==> config.mk <==
export PLATFORM = sky130hd
export DESIGN_NAME = wbs_qp_packer
export DESIGN_NICKNAME = d
export VERILOG_FILES = /design/src/rtl/wbs_qp_packer.sv
export SDC_FILE = /design/constraint.sdc
export NUM_CORES = 1
export LEC_CHECK = 0
export ABC_CLOCK_PERIOD_IN_PS = 3300
export CORE_ASPECT_RATIO = 0.8
export CORE_MARGIN = 2
export CORE_UTILIZATION = 30
export CTS_CLUSTER_SIZE = 40
export DETAILED_ROUTE_END_ITERATION = 8
export GPL_ROUTABILITY_DRIVEN = 0
export PLACE_DENSITY = 0.55
export SLEW_MARGIN = 30
export SYNTH_ARGS = -nofsm -noshare
export SYNTH_HDL_FRONTEND = slang
export SYNTH_SLANG_ARGS = --single-unit
export TNS_END_PERCENT = 20
==> constraint.sdc <==
create_clock -name wb_clk_i -period 3.3 [get_ports wb_clk_i]
set_input_delay 0.66 -clock wb_clk_i [delete_from_list [all_inputs] [get_ports wb_clk_i]]
set_output_delay 0.66 -clock wb_clk_i [all_outputs]
set_load 0.01 [all_outputs]
==> src/rtl/wbs_qp_packer.sv <==
// wbs_qp_packer: packs two Wishbone writes into one query-patch SRAM word; QP_PACKER_RDBACK_EN adds SRAM readback
module wbs_qp_packer #(
  parameter logic [31:0] BASE_ADDR = 32'h3000_0100,
  parameter int          ADDR_W    = 9,
  parameter int          PATCH_W   = 55
) (
  input  logic               wb_clk_i,
  input  logic               wb_rst_i,
  input  logic               wbs_stb_i,
  input  logic               wbs_cyc_i,
  input  logic               wbs_we_i,
  input  logic [3:0]         wbs_sel_i,
  input  logic [31:0]        wbs_dat_i,
  input  logic [31:0]        wbs_adr_i,
  output logic               wbs_ack_o,
  output logic [31:0]        wbs_dat_o,
  input  logic               wbs_mode,
  output logic               qp_csb0,
  output logic               qp_web0,
  output logic [ADDR_W-1:0]  qp_addr0,
  output logic [PATCH_W-1:0] qp_wpatch0,
  input  logic [PATCH_W-1:0] qp_rpatch0
);
  localparam int HI_W = PATCH_W - 32;
  typedef enum logic [2:0] {
    IDLE,
    WR,
`ifdef QP_PACKER_RDBACK_EN
    RD0,
    RD1,
`endif
    ACK
  } state_t;
  state_t             state_q, state_d;
  logic [ADDR_W-1:0]  ptr_q, ptr_d, addr_q, addr_d, ptr_inc;
  logic [31:0]        hold_lo_q, hold_lo_d, dat_q, dat_d;
  logic [15:0]        wr_cnt_q, wr_cnt_d;
  logic [PATCH_W-1:0] wpatch_q, wpatch_d;
  logic               autoinc_q, autoinc_d, wrap_q, wrap_d, merr_q, merr_d;
  logic               csb_q, csb_d, web_q, web_d;
  logic               req, wr_ok, wrap_inc, unused_ok;
  logic [2:0]         off;
`ifdef QP_PACKER_RDBACK_EN
  logic [HI_W-1:0]    hold_hi_q, hold_hi_d;
`endif
  assign off       = wbs_adr_i[4:2];
  assign req       = state_q == IDLE && wbs_stb_i && wbs_cyc_i && wbs_adr_i[31:5] == BASE_ADDR[31:5];
  assign wr_ok     = wbs_we_i && wbs_sel_i == 4'hF;
  assign ptr_inc   = ptr_q + ADDR_W'(autoinc_q);
  assign wrap_inc  = autoinc_q && &ptr_q;
  assign wbs_ack_o = state_q == ACK;
  assign wbs_dat_o = wbs_ack_o ? dat_q : 32'h0;
  assign qp_csb0   = csb_q;
  assign qp_web0   = web_q;
  assign qp_addr0  = addr_q;
  assign qp_wpatch0 = wpatch_q;
  assign unused_ok = ^{wbs_adr_i[1:0], qp_rpatch0};
  // Request decode, register updates and the SRAM strobe for the next cycle
  always_comb begin
    state_d   = state_q;
    ptr_d     = ptr_q;
    hold_lo_d = hold_lo_q;
    dat_d     = dat_q;
    wr_cnt_d  = wr_cnt_q;
    autoinc_d = autoinc_q;
    wrap_d    = wrap_q;
    merr_d    = merr_q;
    csb_d     = 1'b1;
    web_d     = 1'b1;
    addr_d    = ptr_q;
    wpatch_d  = '0;
`ifdef QP_PACKER_RDBACK_EN
    hold_hi_d = hold_hi_q;
`endif
    case (state_q)
      IDLE: if (req) begin
        state_d = ACK;
        dat_d   = 32'h0;
        if (wr_ok) begin
          case (off)
            3'd0: begin
              autoinc_d = wbs_dat_i[0];
              if (wbs_dat_i[1]) begin
                ptr_d    = '0;
                wrap_d   = 1'b0;
                merr_d   = 1'b0;
                wr_cnt_d = '0;
              end
            end
            3'd1: ptr_d = wbs_dat_i[ADDR_W-1:0];
            3'd2: hold_lo_d = wbs_dat_i;
            3'd3: if (wbs_mode) begin
              state_d  = WR;
              csb_d    = 1'b0;
              web_d    = 1'b0;
              wpatch_d = {wbs_dat_i[HI_W-1:0], hold_lo_q};
              ptr_d    = ptr_inc;
              wrap_d   = wrap_q | wrap_inc;
              wr_cnt_d = wr_cnt_q + 16'(~&wr_cnt_q);
            end else merr_d = 1'b1;
            default: ;
          endcase
        end else if (!wbs_we_i) begin
          case (off)
            3'd0: dat_d = {31'h0, autoinc_q};
            3'd1: dat_d = 32'(ptr_q);
`ifdef QP_PACKER_RDBACK_EN
            3'd2: if (wbs_mode) begin
              state_d = RD0;
              csb_d   = 1'b0;
            end else merr_d = 1'b1;
            3'd3: begin
              dat_d  = 32'(hold_hi_q);
              ptr_d  = ptr_inc;
              wrap_d = wrap_q | wrap_inc;
            end
`endif
            3'd4: dat_d = {wr_cnt_q, 13'h0, merr_q, wrap_q, state_q != IDLE};
            default: ;
          endcase
        end
      end
`ifdef QP_PACKER_RDBACK_EN
      RD0: state_d = RD1;
      RD1: begin
        state_d   = ACK;
        dat_d     = qp_rpatch0[31:0];
        hold_hi_d = qp_rpatch0[PATCH_W-1:32];
      end
`endif
      WR:      state_d = ACK;
      ACK:     state_d = IDLE;
      default: state_d = IDLE;
    endcase
  end
  // State and datapath registers; reset also abandons any SRAM cycle in flight
  always_ff @(posedge wb_clk_i) begin
    if (wb_rst_i) begin
      state_q   <= IDLE;
      ptr_q     <= '0;
      hold_lo_q <= '0;
      dat_q     <= '0;
      wr_cnt_q  <= '0;
      autoinc_q <= 1'b0;
      wrap_q    <= 1'b0;
      merr_q    <= 1'b0;
      csb_q     <= 1'b1;
      web_q     <= 1'b1;
      addr_q    <= '0;
      wpatch_q  <= '0;
`ifdef QP_PACKER_RDBACK_EN
      hold_hi_q <= '0;
`endif
    end else begin
      state_q   <= state_d;
      ptr_q     <= ptr_d;
      hold_lo_q <= hold_lo_d;
      dat_q     <= dat_d;
      wr_cnt_q  <= wr_cnt_d;
      autoinc_q <= autoinc_d;
      wrap_q    <= wrap_d;
      merr_q    <= merr_d;
      csb_q     <= csb_d;
      web_q     <= web_d;
      addr_q    <= addr_d;
      wpatch_q  <= wpatch_d;
`ifdef QP_PACKER_RDBACK_EN
      hold_hi_q <= hold_hi_d;
`endif
    end
  end
endmodule

==> results.json <==
{
  "clockBufferDepth": 2,
  "criticalPathCategory": "in2reg",
  "synth_warnings": 0,
  "initial_core_util_pct": 30.9,
  "cts_tree": "built",
  "fmax_ghz": 0.370,
  "fin_tns_setup_ns": 0,
  "end_kind": "register",
  "finalCritPeriodShare_pct": 81.8,
  "seq_area_frac_synth_pct": 51.7,
  "cts_root_buf": "clkbuf_16",
  "num_antenna_cells": 0,
  "power_density_mw_per_mm2": 479,
  "synth_edf_count": 0,
  "peakVddDrop_mv": 0.325,
  "core_sq_mm": 0.0191,
  "ant_nets": 0,
  "viasPerCell": 4.68,
  "hold_slack_ns": 0.448,
  "fin_nets": 926,
  "antenna_found_initial": 0,
  "cts_sinks": 152,
  "rsz0062_at_grt": "no",
  "cpLargestDelayFamily": "simple AND/OR/NAND/NOR gates",
  "wirelength_mm": 15.3,
  "clk-insertion-delay-late_ns": 0.42,
  "leakage_nw": 3.02,
  "crit_slowest_cell": "or3_1",
  "io_pins": 228,
  "netlist_instances": 628,
  "die_h_um": 129,
  "synth_area_per_cell_sq_um": 9.38,
  "grt_pass1_wl_mm": 24.2,
  "hpwl_mm": 11.1,
  "postCtsHoldBufs": 0,
  "cts_made_buffers": 17,
  "path_cells": "clkdlybuf4s50_1 -> and4bb_2 -> o2111ai_1 -> or3_1 -> buf_4 -> nor4_1 -> o21a_1",
  "synthArstFlopShare_pct": 0,
  "fin_crit_ns": 2.70,
  "slew_viol_final": 0,
  "layout_setup_ws_ns": 0.601,
  "grt_pass1_vias": 4756,
  "cp-start-kind": "input port",
  "synth.distinct_cells": 57,
  "track_usage_pct": 14.7,
  "timing.max_cap.violations": 0,
  "holdCritPathClass": "reg2reg",
  "path_buf_inv": 2,
  "drc": 0,
  "cts.clk_slew.worst_paths_ns": 0.07,
  "finalNonFillerCells": 1064,
  "post_cts_buffers": 0,
  "vias": 4977,
  "area_growth_pct": 44.3,
  "grt_max_degree": 58,
  "setup_viol": 0,
  "drive_above_1_share_pct": 8.56,
  "synthFlopType": "dfxtp_1",
  "worstPathArrival_ns": 3.07,
  "wl_per_cell_um": 14.4,
  "drt-pass1-iter-count": 4,
  "io_buffers": 163,
  "drt-initial-drc-count": 274,
  "num_rows": 45,
  "synth_area_sq_mm": 0.00589,
  "crit_fanout": 15,
  "dp_slack_ns": 0.164,
  "die_w_um": 161,
  "placedCellCount": 1032,
  "cp.required_ns": 3.67,
  "postPlaceCellArea_sq_mm": 0.00787,
  "synth_seq_cells": 152,
  "final_area_sq_mm": 0.00850,
  "cts-resized-gates": 0,
  "outcome": "finished, final reports clean",
  "cp_slowest_stage_delay_ns": 0.58,
  "grt.overflow.total": 0,
  "hold_viol": 0,
  "cts.htree.levels": 4,
  "die_area_sq_mm": 0.0208,
  "fin_skew_ns": 0.00881
}
-- cells in the final DEF, fill, tap and decap left out, types with 5 or more instances in the layout --
cell	instances
clkdlybuf4s50_1	162
dfxtp_1	152
and2_1	80
nor2_1	53
nand2_1	46
a21oi_1	40
nand3_1	36
mux2i_1	34
buf_4	23
clkbuf_16	17
o21ai_0	13
nor2b_1	11
nand4_1	9
nor4_1	8
nor3_1	8
conb_1	7
inv_1	6
a22oi_1	6
and3_1	5
a211oi_1	5
-- power breakdown --
part	leakage [nW]	internal, mW	switching [mW]
logic	1.48	0.0937	0.0708
registers	1.22	1.83	0.0000000000645
clock network	0.313	1.23	0.849
total	3.02	3.15	0.920
-- through the flow --
| stage | utilization (%) | power [mW] |
|---|---|---|
| after floorplan | - | 1.93 |
| after global placement | 41.2 | 2.04 |
| after detailed placement | 41.2 | 2.04 |
| after CTS | 44.5 | 4.13 |
| after global routing | 44.5 | 4.22 |
| final | 44.5 | 4.07 |
-- synthesized netlist by cell type (4+ instances only) --
library cell  number  area [sq um]
mux2i_1           34           340
ha_1               4          50.1
and3_1             5          31.3
nor2_1            53           199
buf_4              8          60.1
clkbuf_1          29           109
a21oi_1           40           200
nor3_1             8          40.0
a22oi_1            6          45.0
or4_1              4          30.0
buf_2             10          50.1
nand3_1           36           180
or3_1              4          25.0
o21a_1             4          30.0
nand2_1           46           173
and2_1            80           500
o21ai_0           13          65.1
o31ai_1            4          30.0
a211oi_1           5          37.5
dfxtp_1          152          3040
nor2b_1           11          68.8
inv_1              6          22.5
nor4_1             8          50.1
nand4_1            9          56.3
-- layout make-up --
type | instances | area, sq um
clock buffer | 17 | 425
multi-input combinational | 428 | 2640
timing repair buffer | 188 | 1840
fill | 1796 | 10600
sequential | 152 | 3040
clock inverter | 15 | 209
tap | 258 | 323
inverter | 6 | 22.5
-- path summary, 6_finish.rpt --
kind / from / endpoint / slack (ns) / depth (start not counted)
min reg2reg: hold_lo_q[12]$_SDFFE_PP0P_ / qp_wpatch0[12]$_SDFF_PP0_ / 0.45 / 1
min: hold_lo_q[12]$_SDFFE_PP0P_ / qp_wpatch0[12]$_SDFF_PP0_ / 0.45 / 1
max reg2reg: state_q[1]$_SDFFE_PP0P_ / wrap_q$_SDFFE_PP0P_ / 0.96 / 6
max: wbs_sel_i[2] / wrap_q$_SDFFE_PP0P_ / 0.60 / 7
-- metal layers --
layer / GRT usage [%] / up-vias / part of all wire, %
met5: 0 / - / 0
met4: 4.61 / 0 / 0.86
met3: 3.75 / 7 / 6.3
met2: 24.2 / 138 / 46
met1: 19.2 / 2335 / 47
li1: - / 2497 / -
-- kinds of logic after synthesis --
logic type	Yosys count	share of synthesized area, %
buffers and inverters	54	4.16
flip-flops	152	51.7
adder cells (fa/ha/maj)	4	0.850
XOR/XNOR	2	0.297
multiplexers	34	5.78
other	1	0.0637
AND/OR/NAND/NOR	288	27.3
AO/OA/AOI/OAI	93	9.88
-- worst register-to-register path: cells and delay by family (launching register included) --
family          cells  cell delay (ns)
buf+inv             1             0.26
flops               1             0.36
compound gates      1             0.15
simple gates        4             1.52
-- flip-flops by register name, indices dropped and copies added (netlist names) --
signal / flops
qp_wpatch0: 55
hold_lo_q: 32
dat_q: 25
wr_cnt_q: 16
addr_d: 9
qp_addr0: 9
state_q: 2
autoinc_q: 1
merr_q: 1
qp_web0: 1
wrap_q: 1
No activity file was read; power rests on OpenSTA's default activity.
